**src/rtl/instruction_fetch_ctrl.sv**
```systemverilog
// PC sequencer and one-deep fetch register in front of a combinational ROM.
// Ports: Clock/Reset, run/stall/branch controls, ROM address/data,
// registered instruction+PC+valid to decode, halt flag, issue counter.
module instruction_fetch_ctrl #(
  parameter logic [15:0] LAST_ADDR   = 16'd14,
  parameter logic [7:0]  HALT_OPCODE = 8'hFF,
  parameter logic [15:0] RESET_PC    = 16'd0
) (
  input  logic        Clock,
  input  logic        Reset,
  input  logic        iEnable,
  input  logic        iStall,
  input  logic        iBranchTaken,
  input  logic [15:0] iBranchTarget,
  output logic [15:0] oRomAddress,
  input  logic [27:0] iRomInstruction,
  output logic [27:0] oInstruction,
  output logic        oInstrValid,
  output logic [15:0] oPC,
  output logic        oHalted,
  output logic [15:0] oIssueCount
);

  typedef enum logic [1:0] {
    PAUSED,
    RUN,
    HALTED
  } state_t;

  state_t      state, state_nx;
  logic [15:0] fetch_pc, fetch_pc_nx;
  logic [27:0] instr, instr_nx;
  logic [15:0] pc, pc_nx;
  logic        valid, valid_nx;
  logic [15:0] count, count_nx;

  logic redirect;
  logic is_halt;
  logic [15:0] pc_inc;

  // A branch only counts when it refers to a real issued word.
  assign redirect = iBranchTaken && valid;
  assign is_halt  = iRomInstruction[27:20] == HALT_OPCODE;
  assign pc_inc   = (fetch_pc == LAST_ADDR) ? 16'd0 : fetch_pc + 16'd1;

  always_ff @(posedge Clock) begin
    if (!Reset) begin
      state    <= PAUSED;
      fetch_pc <= RESET_PC;
      instr    <= '0;
      pc       <= '0;
      valid    <= 1'b0;
      count    <= '0;
    end else begin
      state    <= state_nx;
      fetch_pc <= fetch_pc_nx;
      instr    <= instr_nx;
      pc       <= pc_nx;
      valid    <= valid_nx;
      count    <= count_nx;
    end
  end

  always_comb begin
    state_nx    = state;
    fetch_pc_nx = fetch_pc;
    instr_nx    = instr;
    pc_nx       = pc;
    valid_nx    = valid;
    count_nx    = count;
    unique case (state)
      PAUSED: begin
        valid_nx = 1'b0;
        if (iEnable) state_nx = RUN;
      end
      RUN: begin
        if (!iEnable) begin
          state_nx = PAUSED;
          valid_nx = 1'b0;
          if (redirect) fetch_pc_nx = iBranchTarget;
        end else if (redirect) begin
          // Wrong-path word at fetch_pc is dropped: one bubble.
          fetch_pc_nx = iBranchTarget;
          valid_nx    = 1'b0;
        end else if (!iStall) begin
          instr_nx = iRomInstruction;
          pc_nx    = fetch_pc;
          valid_nx = 1'b1;
          if (count != 16'hFFFF) count_nx = count + 16'd1;
          if (is_halt) state_nx = HALTED;
          else fetch_pc_nx = pc_inc;
        end
      end
      HALTED: begin
        // Halt word stays visible until accepted or branched away.
        if (redirect || !iStall) valid_nx = 1'b0;
      end
      default: state_nx = PAUSED;
    endcase
  end

  assign oRomAddress  = fetch_pc;
  assign oInstruction = instr;
  assign oInstrValid  = valid;
  assign oPC          = pc;
  assign oHalted      = state == HALTED;
  assign oIssueCount  = count;

endmodule
```
**config.mk**
```make
export PLATFORM = sky130hd
export DESIGN_NAME = instruction_fetch_ctrl
export DESIGN_NICKNAME = d
export VERILOG_FILES = /design/src/rtl/instruction_fetch_ctrl.sv
export SDC_FILE = /design/constraint.sdc
export NUM_CORES = 1
export LEC_CHECK = 0
export ABC_AREA = 1
export BUFFER_PORTS_ARGS = -buffer_cell sky130_fd_sc_hd__buf_4
export CORE_AREA = 2 2 96 89
export DETAILED_ROUTE_END_ITERATION = 10
export DIE_AREA = 0 0 98 91
export PLACE_DENSITY = 0.77
export SLEW_MARGIN = 0
export SYNTH_ARGS = -nofsm -noshare
export SYNTH_HDL_FRONTEND = slang
export SYNTH_SLANG_ARGS = --single-unit
```
**constraint.sdc**
```tcl
create_clock -name Clock -period 1.7 [get_ports Clock]
set_input_delay 0.085 -clock Clock [delete_from_list [all_inputs] [get_ports Clock]]
set_output_delay 0.085 -clock Clock [all_outputs]
set_load 0.005 [all_outputs]
```
# Word level (Yosys, flattened, before mapping)
# Index checks and enable logic that the tools add are counted.
[op_classes] eq_ne=13 n_addsub=2 mux=17 reduce_logical=11 bitwise_logic=3
[ops] cell="2-to-1 mux 16 bit" count=6
[ops] cell="adder 16 x 1 -> 16 bit, second input constant" count=2
[ops] cell="equality test 16 x 4 -> 1 bit, second input constant" count=1
[ops] cell="!= test 16 bit, second input constant" count=1
[ops] cell="2-to-1 mux 2 bit" count=5
[ops] cell="AND reduction 5 bit" count=2
[ops] cell="!= test 3 bit, second input constant" count=3
[ops] cell="equality test 8 bit, second input constant" count=1
[ops] cell="AND reduction 4 bit" count=2
[ops] cell="case mux 2 bit (3 select lines)" count=1
[ops] cell="2-to-1 mux 1 bit" count=4
[ops] cell="!= test 2 x 1 -> 1 bit, second input constant" count=2
[ops] cell="!= test 2 bit, second input constant" count=2
[ops] cell="!= test 4 bit, second input constant" count=1
[ops] cell="NOT 1 bit" count=3
[ops] cell="case mux 1 bit (3 select lines)" count=1
[ops] cell="AND reduction 3 bit" count=1
[ops] cell="nonzero test 3 bit" count=1
[ops] cell="equality test 2 x 1 -> 1 bit, second input constant" count=1
[ops] cell="equality test 2 bit, second input constant" count=1
[ops] cell="logical NOT 2 bit" count=1
[ops] cell="nonzero test 2 bit" count=1
[ops] cell="logical AND 1 bit" count=1
[ops] cell="logical NOT 1 bit" count=1
[ops] cell="logical OR 1 bit" count=1
[totals] out_inout_bits=78 elab_cells=52 reg_bits=79 in_bits=49

# Longest topological paths before layout
# Gate-level depths: netlist (run 1).
[depth] depth_word=6 ltp_mapped=9 depth_no_buf=9

# Least setup slack after synthesis (run 1)
# Ideal clock, no wire load.
[synth_timing] path_type="flip-flop to flip-flop" startpoint="reg count[0] (netlist: oIssueCount[0])" endpoint="reg count[5] (netlist: oIssueCount[5])" period_less_slack_ps=1506 n_path_buf=1 stages_incl_launch_ff=10 setup_ps=142 t_required_ps=1558 path_slack_ps=194 arrival_time_ps=1364 cell_sequence="dfxtp_1 ha_1 nand2_1 inv_1 nand4_4 nor2_1 nor2_4 buf_6 nand2_1 a21oi_2"
[synth_via] elab_chain_len=2 word_cells_on_any_way=3 cone_classes="add/sub (1); eq/ne (1); reduce/logical (1)"
[synth_rtl] element="from (decl)" line_no="35" source="logic [15:0] count, count_nx;"
[synth_rtl] element="from (signal assigned)" line_no="60" source="count <= count_nx;"
[synth_rtl] element="branches (longest 2 deep; another with adder 16 x 1 -> 16 bit)"
# Several ways; the timed one is not identified.
# A chain may end at the register's enable or synchronous reset.

# Worst setup path after layout (run 1)
[layout_timing] startpoint="reg fetch_pc[0] (netlist: oRomAddress[0])" endpoint="reg fetch_pc[11] (netlist: oRomAddress[11])"
[layout_via] elab_chain_len=6 word_cells_on_any_way=7 cone_classes="add/sub (1); eq/ne (1); mux (5)"
[layout_rtl] element="from (decl)" line_no="31" source="logic [15:0] fetch_pc, fetch_pc_nx;"
[layout_rtl] element="from (signal assigned)" line_no="56" source="fetch_pc <= fetch_pc_nx;"
[layout_rtl] element="adder 16 x 1 -> 16 bit or equality test 16 x 4 -> 1 bit (tied branches)" line_no="44" source="assign pc_inc = (fetch_pc == LAST_ADDR) ? 16'd0 : fetch_pc + 16'd1;"
[layout_rtl] element="2-to-1 mux 16 bit (*)" line_no="44"
[layout_rtl] element="2-to-1 mux 16 bit (*)" line_no="90" source="if (is_halt) state_nx = HALTED;"
[layout_rtl] element="2-to-1 mux 16 bit (*)" line_no="85" source="end else if (!iStall) begin"
[layout_rtl] element="2-to-1 mux 16 bit (*)" line_no="81" source="end else if (redirect) begin"
[layout_rtl] element="2-to-1 mux 16 bit (*)" line_no="77" source="if (!iEnable) begin"
# Every way passes the cells marked *; elsewhere a longest branch is shown, timed or not. The select of a mux whose other input is x is not followed.

==> summary.log, run 1 <==
[outcome] outcome complete, no violations
[synth] Synthesized Nets 604
[timing] final setup violation count 0
[timing] post-layout minimum cycle time 1.61 ns
[clock_tree] Worst-path clk slew 0.09 ns
[detailed_routing] via count 4,210
[clock_tree] later-pin clock latency in the skew report 0.35 ns
[synth] cells taking the most area after synthesis sky130_fd_sc_hd__dfxtp_1 41%, sky130_fd_sc_hd__nand2_1 11%, sky130_fd_sc_hd__nor2_1 11%
[timing] Max-slew headroom 60.1%
[timing] pin slew with the least headroom to its limit 0.598 ns
[clock_tree] maximum level of the CTS H-tree 3
[final_layout] number of inserted filler cells in the final layout 664
[timing] maximum clock frequency 621 MHz
[synth] netlist area before placement 3850 um^2
[timing] Max Slew Vio Count 0
[power] internal power contribution 2.99 mW
[clock_tree] Clock Tree Root sky130_fd_sc_hd__clkbuf_8
[setup_path] Top delay family on crit path flip-flops
[final_layout] synthesis-to-layout area growth 42.7%
[setup_path] buffers and inverters on the worst path 3
[setup_path] r2r worst-path depth 10
[power] leak pwr 2.47 nW
[detailed_routing] final antenna-violating net count 0
[setup_path] crit path max fanout 7
[global_routing] GR Util All Layers 24.7%
[die] core footprint 7870 um^2
[synth] post-synth top area cell sky130_fd_sc_hd__dfxtp_1
[power] switching share of power 24.4%
[die] die height 91 um
[synth] area share of the largest cell type after synthesis 41.1%
[placement] Detail Placement HPWL 7850 um
[final_layout] leading cell types in the layout, fill and taps excluded 151 x sky130_fd_sc_hd__buf_4, 115 x sky130_fd_sc_hd__nand2_1, 111 x sky130_fd_sc_hd__nor2_1
[run] number of max-capacitance violations reported 0
[synth] share of the yosys chip area belonging to registers 41.1%
[power] power density cells 719 nW/um^2
[setup_path] arrival time at the worst endpoint 1.92 ns
[power] combinational cell fraction of total power 11.9%
[final_layout] layout net count 772
[die] total die area 8920 um^2
[setup_path] critical setup path kind reg -> reg
[power] switching power summed over all nets 0.965 mW
[global_routing] antenna violations before repair 0
[setup_path] depth of the critical timing path with buffers and inverters included 10
[synth] Mean Syn Cell Area 6.98 um^2
[placement] Port-buffer cells 126
[timing] final setup skew 0.0100 ns
[detailed_routing] routed len/inst 13.4 um
[clock_tree] Sink Count 79
[global_routing] total grt overflow 0
[detailed_routing] via density per instance 5.11
[power] register share of total power 49.0%
[timing] setup repair after global routing missed its margin false
[placement] global placement routability congestion 1.01
[final_layout] share of cells above drive strength 1 28.0%
[timing] setup_tns 0 ns
[die] number of top-level design ports 127
[final_layout] ant diodes 0
[clock_tree] Clock Tree Buf Depth 2
[global_routing] number of global-route vias before repair 3,773
[setup_path] Worst setup EP type register
[detailed_routing] 1st-iter DRT viols 272
[global_routing] largest net degree at the start of global routing 58
[clock_tree] TritonCTS clock tree built
[setup_path] data required time at the worst endpoint 2.00 ns
[setup_path] worst path cell trace inv_2, ha_1, nand2_1, nor2_1, a21oi_2, buf_4, nand3_1, nand3_1, nand2_1, inv_1
[die] die width 98 um
[power] fraction of power consumed by the clock network 39.0%
[synth] post-synthesis cell type count 30
[die] number of core rows 31
[die] initial cell density of the core 48.9%
[detailed_routing] count of TritonRoute iterations in the first routing pass 5
[timing] worst hold slack 0.0185 ns
[setup_path] critical-path cell with the highest stage delay sky130_fd_sc_hd__dfxtp_1
[global_routing] global-route wire length before repair 18,100 um
[timing] number of hold violations in the final report 0
[synth] post-synthesis sequential element count 79
[final_layout] most common cell after layout, fill and taps aside sky130_fd_sc_hd__buf_4
[min_path] classification of the worst-slack hold path in -> reg
[clock_tree] CTS Buf Count 9
[synth] synthesized instance count 552
[detailed_routing] residual DRC count 0
[setup_path] CP peak stage delay 0.42 ns
[detailed_routing] Final Routed Wirelength 11,100 um
[min_path] cell count of the worst hold path 3
[synth] Yosys warning count 0
[power] IR Drop Worst-Case VDD 0.354 mV
[setup_path] critical path launch point type register
[timing] Final period util 94.8%
## logic make-up after synthesis
kind of cell	after synthesis	synth area share [%]
adder cells (fa/ha/maj)	3	0.974
buffers and inverters	62	7.24
XOR/XNOR	14	3.18
AND/OR/NAND/NOR	279	31.1
flip-flops	79	41.1
AO/OA/AOI/OAI	115	16.5
## what timing repair did
item | 4_1_cts | 5_1_grt
endpoints found under the hold margin | 26 | 1
setup buffers | 0 | 1
resized for setup | 0 | 6
setup endpoints to repair | 0 | 10
hold buffers | 26 | 1
## registers in the layout, indices dropped and copies added (netlist names)
register and cells:
oInstruction 28, oIssueCount 16, oPC 16, oRomAddress 16, state 2, oInstrValid 1
## per-stage QoR
| stage | total power, mW | std cells | utilization [%] | instance area (um^2) | setup WS (ns) |
|---|---|---|---|---|---|
| after floorplan | 2.17 | 552 | - | 3850 | 0.194 |
| after global placement | 2.39 | 780 | 63.3 | 4980 | 0.148 |
| after detailed placement | 2.40 | 780 | 63.3 | 4980 | 0.0964 |
| after CTS | 3.99 | 822 | 69.4 | 5460 | 0.0583 |
| after global routing | 4.13 | 824 | 69.8 | 5500 | 0.00830 |
| final | 3.96 | 824 | 69.8 | 5500 | 0.0886 |
## worst min-delay path: stages
cell                      delay (ns)
sky130_fd_sc_hd__buf_4          0.08
sky130_fd_sc_hd__o21ai_0        0.07
sky130_fd_sc_hd__nor2_1         0.09
## cell usage after synthesis (all sizes together)
cell	count
nor2	120
nand2	119
a41oi	1
inv	40
nand3b	1
nor3	2
clkbuf	11
ha	3
xnor2	9
a211oi	1
nand3	27
buf	11
or2	1
dfxtp	79
nand4	9
a21oi	46
xor2	5
o21ai	67
## power groups by stage
stage	clock (mW)	sequential [mW]	combinational, mW
floorplan	0	1.98	0.187
global placement	0	1.98	0.411
detailed placement	0	1.98	0.415
CTS	1.59	1.94	0.464
global route	1.66	1.95	0.523
finish	1.54	1.94	0.473
## per-layer routing
layer / wire length (um) / global-route usage, %
met5: 0 / 0
met4: 84 / 5.32
met1: 4810 / 32.8
met2: 5200 / 40.3
met3: 977 / 6.77
## worst paths after layout
path	from	to	slack [ns]
worst max-delay path	oRomAddress[0]$_SDFFE_PN0P_	oRomAddress[11]$_SDFFE_PN0P_	0.09
worst min-delay path	iRomInstruction[13]	oInstruction[13]$_SDFFE_PN0P_	0.02
worst max register to register	oRomAddress[0]$_SDFFE_PN0P_	oRomAddress[11]$_SDFFE_PN0P_	0.09
worst min register to register	oInstruction[4]$_SDFFE_PN0P_	oInstruction[4]$_SDFFE_PN0P_	0.49
## final cells by class
cell class | instances | area [um^2] | share of cell area, %
Tap cell | 99 | 124 | 2.25
Multi-Input combinational cell | 411 | 1990 | 36.3
Clock buffer | 10 | 128 | 2.32
Sequential cell | 79 | 1590 | 28.8
Clock inverter | 6 | 93.8 | 1.71
Timing Repair Buffer | 179 | 1420 | 25.9
Inverter | 40 | 150 | 2.73
(Power assumes the default switching activity.)
==> run 2: changes to the inputs <==
--- a/config.mk
+++ b/config.mk
@@ -5,12 +5,11 @@
 export SDC_FILE = /design/constraint.sdc
 export NUM_CORES = 1
 export LEC_CHECK = 0
-export ABC_AREA = 1
 export BUFFER_PORTS_ARGS = -buffer_cell sky130_fd_sc_hd__buf_4
-export CORE_AREA = 2 2 96 89
+export CORE_AREA = 2 2 92 85
 export DETAILED_ROUTE_END_ITERATION = 10
-export DIE_AREA = 0 0 98 91
-export PLACE_DENSITY = 0.77
+export DIE_AREA = 0 0 94 87
+export PLACE_DENSITY = 0.83
 export SLEW_MARGIN = 0
 export SYNTH_ARGS = -nofsm -noshare
 export SYNTH_HDL_FRONTEND = slang
==> run 2 against run 1 <==
  * The flow now finishes with violations (setup timing)
  * Setup slack worse by 0.43 ns
  * Clock skew is 0.0012 ns lower
  * Total power decreased by 3.6%
  * Cell count is 10% lower
  * Maximum frequency decreased by 21%
  * Highest routed layer unchanged
  * Critical path depth down 4
==> summary.log, run 2 <==
[detailed_routing] via density per instance 5.61 [+9.9%]
[synth] parity-gate share of the synthesized area counting xor and xnor cells 1.77% [-1.4 points]
[synth] Yosys warning count 0 [unchanged]
[detailed_routing] final antenna-violating net count 0 [unchanged]
[clock_tree] CTS Buf Count 9 [unchanged]
[timing] Max Slew Vio Count 0 [unchanged]
[min_path] classification of the worst-slack hold path in -> reg
[timing] final setup violation count 19 [+19]
[final_layout] number of inserted filler cells in the final layout 501 [-25%]
[synth] EDFF count, synth 0 [unchanged]
[setup_path] reg-to-reg slack, setup -0.34 ns [-0.43 ns]
[timing] maximum clock frequency 490 MHz [-21%]
[synth] post-synthesis sequential element count 79 [unchanged]
[clock_tree] Clock Tree Buf Depth 2 [unchanged]
[detailed_routing] detailed-route wire length on metal 1 4960 um [+3.3%]
[global_routing] antenna violations before repair 0 [unchanged]
[clock_tree] Clock Tree Root sky130_fd_sc_hd__clkbuf_8
[detailed_routing] residual DRC count 0 [unchanged]
[placement] global placement routability congestion 0.902 [-11%]
[detailed_routing] routed len/inst 16.7 um [+24%]
[min_path] cell count of the worst hold path 3 [unchanged]
[timing] pin slew with the least headroom to its limit 0.346 ns [-0.252 ns]
[final_layout] share of cells above drive strength 1 40.2% [+12 points]
[detailed_routing] via count 4,165 [-1.1%]
[power] IR Drop Worst-Case VDD 0.506 mV [+43%]
[synth] largest family of logic cells by synthesized area simple AND/OR/NAND/NOR gates
[timing] post-layout minimum cycle time 2.04 ns [+0.431 ns]
[synth] netlist area before placement 3470 um^2 [-10%]
[clock_tree] maximum level of the CTS H-tree 3 [unchanged]
[setup_path] arrival time at the worst endpoint 2.28 ns [+0.36 ns]
[detailed_routing] Final Routed Wirelength 12,400 um [+12%]
[die] number of core rows 30 [-3.2%]
[synth] most common cell in the synthesized netlist sky130_fd_sc_hd__nand2_1
[setup_path] worst path cell trace or4_4, nor4_4, a41oi_4, buf_2, a22oi_2, o22ai_1
[synth] fraction of the mapped netlist area in simple logic gates 26.2% [-4.9 points]
[detailed_routing] highest metal used met4
[clock_tree] Worst-path clk slew 0.10 ns [about the same]
[timing] setup repair after global routing missed its margin true
[timing] final setup skew 0.00885 ns [-0.00119 ns]
[timing] least setup slack across all paths after layout -0.342 ns [-0.431 ns]
[placement] Port-buffer cells 126 [unchanged]
[detailed_routing] Met2 Routed Length 6200 um [+19%]
[synth] top cells by count, synth 120 x sky130_fd_sc_hd__nand2_1, 79 x sky130_fd_sc_hd__dfxtp_1, 65 x sky130_fd_sc_hd__a21oi_1, 24 x sky130_fd_sc_hd__nor2_1, 22 x sky130_fd_sc_hd__clkbuf_1
[synth] post-synthesis cell type count 51 [+70%]
[setup_path] crit path max fanout 6 [-1]
[setup_path] Worst setup startpoint oRomAddress[5]$_SDFFE_PN0P_
[die] initial cell density of the core 47.4% [-1.5 points]
[outcome] violated checks setup timing
[final_layout] footprint of the flip-flops and latches 1610 um^2 [+1.8%]
[clock_tree] later-pin clock latency in the skew report 0.35 ns [about the same]
[outcome] outcome finished with violations
[synth] synthesized instance count 442 [-20%]
[synth] post-synthesis mux area share 0% [unchanged]
[final_layout] most common cell after layout, fill and taps aside sky130_fd_sc_hd__buf_4
[synth] proportion of register bits with asynchronous set or reset after synthesis 0% [unchanged]
[synth] Mean Syn Cell Area 7.85 um^2 [+12%]
[run] number of max-capacitance violations reported 0 [unchanged]
[setup_path] critical setup path kind reg -> reg
[power] leak pwr 2.28 nW [-7.8%]
[final_layout] ant diodes 0 [unchanged]
[final_layout] leading cell types in the layout, fill and taps excluded 184 x sky130_fd_sc_hd__buf_4, 118 x sky130_fd_sc_hd__nand2_1, 63 x sky130_fd_sc_hd__dfxtp_1
[placement] Detail Placement HPWL 8060 um [+2.6%]
[setup_path] capture instance of the worst register-to-register path oRomAddress[5]$_SDFFE_PN0P_
[setup_path] critical register-to-register path startpoint oRomAddress[5]$_SDFFE_PN0P_
[global_routing] total grt overflow 0 [unchanged]
[min_path] source of the worst hold timing path iRomInstruction[24]
[detailed_routing] count of TritonRoute iterations in the first routing pass 5 [unchanged]
[final_layout] area of combinational cells with multiple inputs 1950 um^2 [-2.3%]
[setup_path] critical-path cell with the highest stage delay sky130_fd_sc_hd__or4_4
[final_layout] Largest register FFs 28 [unchanged]
[timing] Max-slew headroom 76.6% [+17 points]
[synth] Synth Area in Compound Gates 21.3% [+4.8 points]
[detailed_routing] 1st-iter DRT viols 270 [-0.74%]
[die] total die area 8180 um^2 [-8.3%]
[setup_path] critical path launch point type register
[setup_path] Top delay family on crit path simple AND/OR/NAND/NOR gates
[die] die height 87 um [-4.4%]
[global_routing] global-route wire length before repair 19,100 um [+5.8%]
[power] power density cells 676 nW/um^2 [-6.0%]
[synth] Synth Flop Type sky130_fd_sc_hd__dfxtp_1
[min_path] worst hold path endpoint oInstruction[24]$_SDFFE_PN0P_
[synth] share of the yosys chip area belonging to registers 45.6% [+4.5 points]
[synth] area share of the largest cell type after synthesis 45.6% [+4.5 points]
[setup_path] Worst setup EP type register
[setup_path] CP peak stage delay 0.56 ns [+0.14 ns]
[die] die width 94 um [-4.1%]
[die] number of top-level design ports 127 [unchanged]
[global_routing] GR Util All Layers 29.1% [+4.4 points]
[die] core footprint 7320 um^2 [-7.0%]
[detailed_routing] met3 wirelength from detailed routing 888 um [-9.1%]
[timing] number of hold violations in the final report 0 [unchanged]
[final_layout] layout net count 693 [-10%]
[placement] Place WS -0.160 ns [-0.256 ns]
[setup_path] data required time at the worst endpoint 1.93 ns [-0.07 ns]
[synth] Synthesized Nets 494 [-18%]
[setup_path] buffers and inverters on the worst path 1 [-2]
[synth] cells taking the most area after synthesis sky130_fd_sc_hd__dfxtp_1 46%, sky130_fd_sc_hd__nand2_1 13%, sky130_fd_sc_hd__a21oi_1 9.4%
[clock_tree] TritonCTS clock tree built
[final_layout] synthesis-to-layout area growth 62.7%
[power] Pwr Total 3.82 mW [-3.6%]
[global_routing] number of global-route vias before repair 3,992 [+5.8%]
[clock_tree] Sink Count 79 [unchanged]
[setup_path] r2r worst-path depth 6 [-4]
[global_routing] largest net degree at the start of global routing 41 [-29%]
[synth] adder-cell share of the synthesized area 1.08% [+0.11 points]
[timing] worst hold slack 0.0000910 ns [-0.0184 ns]
[synth] post-synth top area cell sky130_fd_sc_hd__dfxtp_1
[placement] placed cell area 4970 um^2 [-0.20%]
[final_layout] final design area excluding fillers 5640 um^2 [+2.6%]
[timing] Final period util 120% [+25 points]
==> run 2: worst register-to-register path, cell delays in order, from the launching register on <==
cell,delay [ns]
sky130_fd_sc_hd__dfxtp_2,0.34
sky130_fd_sc_hd__or4_4,0.56
sky130_fd_sc_hd__nor4_4,0.28
sky130_fd_sc_hd__a41oi_4,0.25
sky130_fd_sc_hd__buf_2,0.23
sky130_fd_sc_hd__a22oi_2,0.15
sky130_fd_sc_hd__o22ai_1,0.13
==> run 2: how the worst max path moves through the flow <==
| stage | to | slack, ns | cells past startpoint |
|---|---|---|---|
| 2_1_floorplan | oRomAddress[4]$_SDFFE_PN0P_ | -0.10 | 5 |
| 3_3_place_gp | oRomAddress[5]$_SDFFE_PN0P_ | -0.09 | 6 |
| 3_5_place_dp | oRomAddress[14]$_SDFFE_PN0P_ | -0.16 | 6 |
| 4_1_cts | oRomAddress[14]$_SDFFE_PN0P_ | -0.20 | 6 |
| 5_1_grt | oRomAddress[5]$_SDFFE_PN0P_ | -0.42 | 6 |
| 6_report | oRomAddress[5]$_SDFFE_PN0P_ | -0.34 | 6 |
==> run 2: power breakdown <==
| part | switching, mW | internal [mW] |
|---|---|---|
| clock network | 0.796 | 0.715 |
| logic | 0.192 | 0.226 |
| registers | 0.0195 | 1.87 |
| total | 1.01 | 2.81 |
==> run 2: layout make-up <==
cell class                 instances  area share [%]
clock buffer                       9            2.20
clock inverter                     7            1.53
inverter                          11           0.732
multi-input combinational        326            34.5
sequential                        79            28.6
tap                               96            2.13
timing repair buffer             214            30.3
==> run 2: metrics by stage <==
stage	utilization (%)	setup TNS, ns	std cells
final	77.1	-4.34	742
after global routing	77.1	-5.97	742
after CTS	75.3	-2.57	739
after detailed placement	67.9	-2.20	696
after global placement	67.9	-0.996	696
after floorplan	-	-1.03	442
==> run 2: logic make-up after synthesis <==
group | count (synthesis)
fa+ha+maj | 3
compound gates | 120
buf+inv | 37
flops | 79
xor+xnor | 7
simple gates | 196
==> run 2: routing by layer <==
| layer | vias up | GRT usage (%) |
|---|---|---|
| met3 | 35 | 3.72 |
| met5 | - | 0 |
| met4 | 0 | 12.3 |
| met1 | 1964 | 37.2 |
| met2 | 208 | 49.7 |
| li1 | 1958 | - |
==> run 2: what timing repair did <==
item,in CTS,in global routing
hold buffers,25,0
endpoints found under the hold margin,25,0
pin swaps,5,8
endpoints found under the setup margin,21,26
gates cloned,0,1
resized for setup,14,21
buffers inserted,2,2
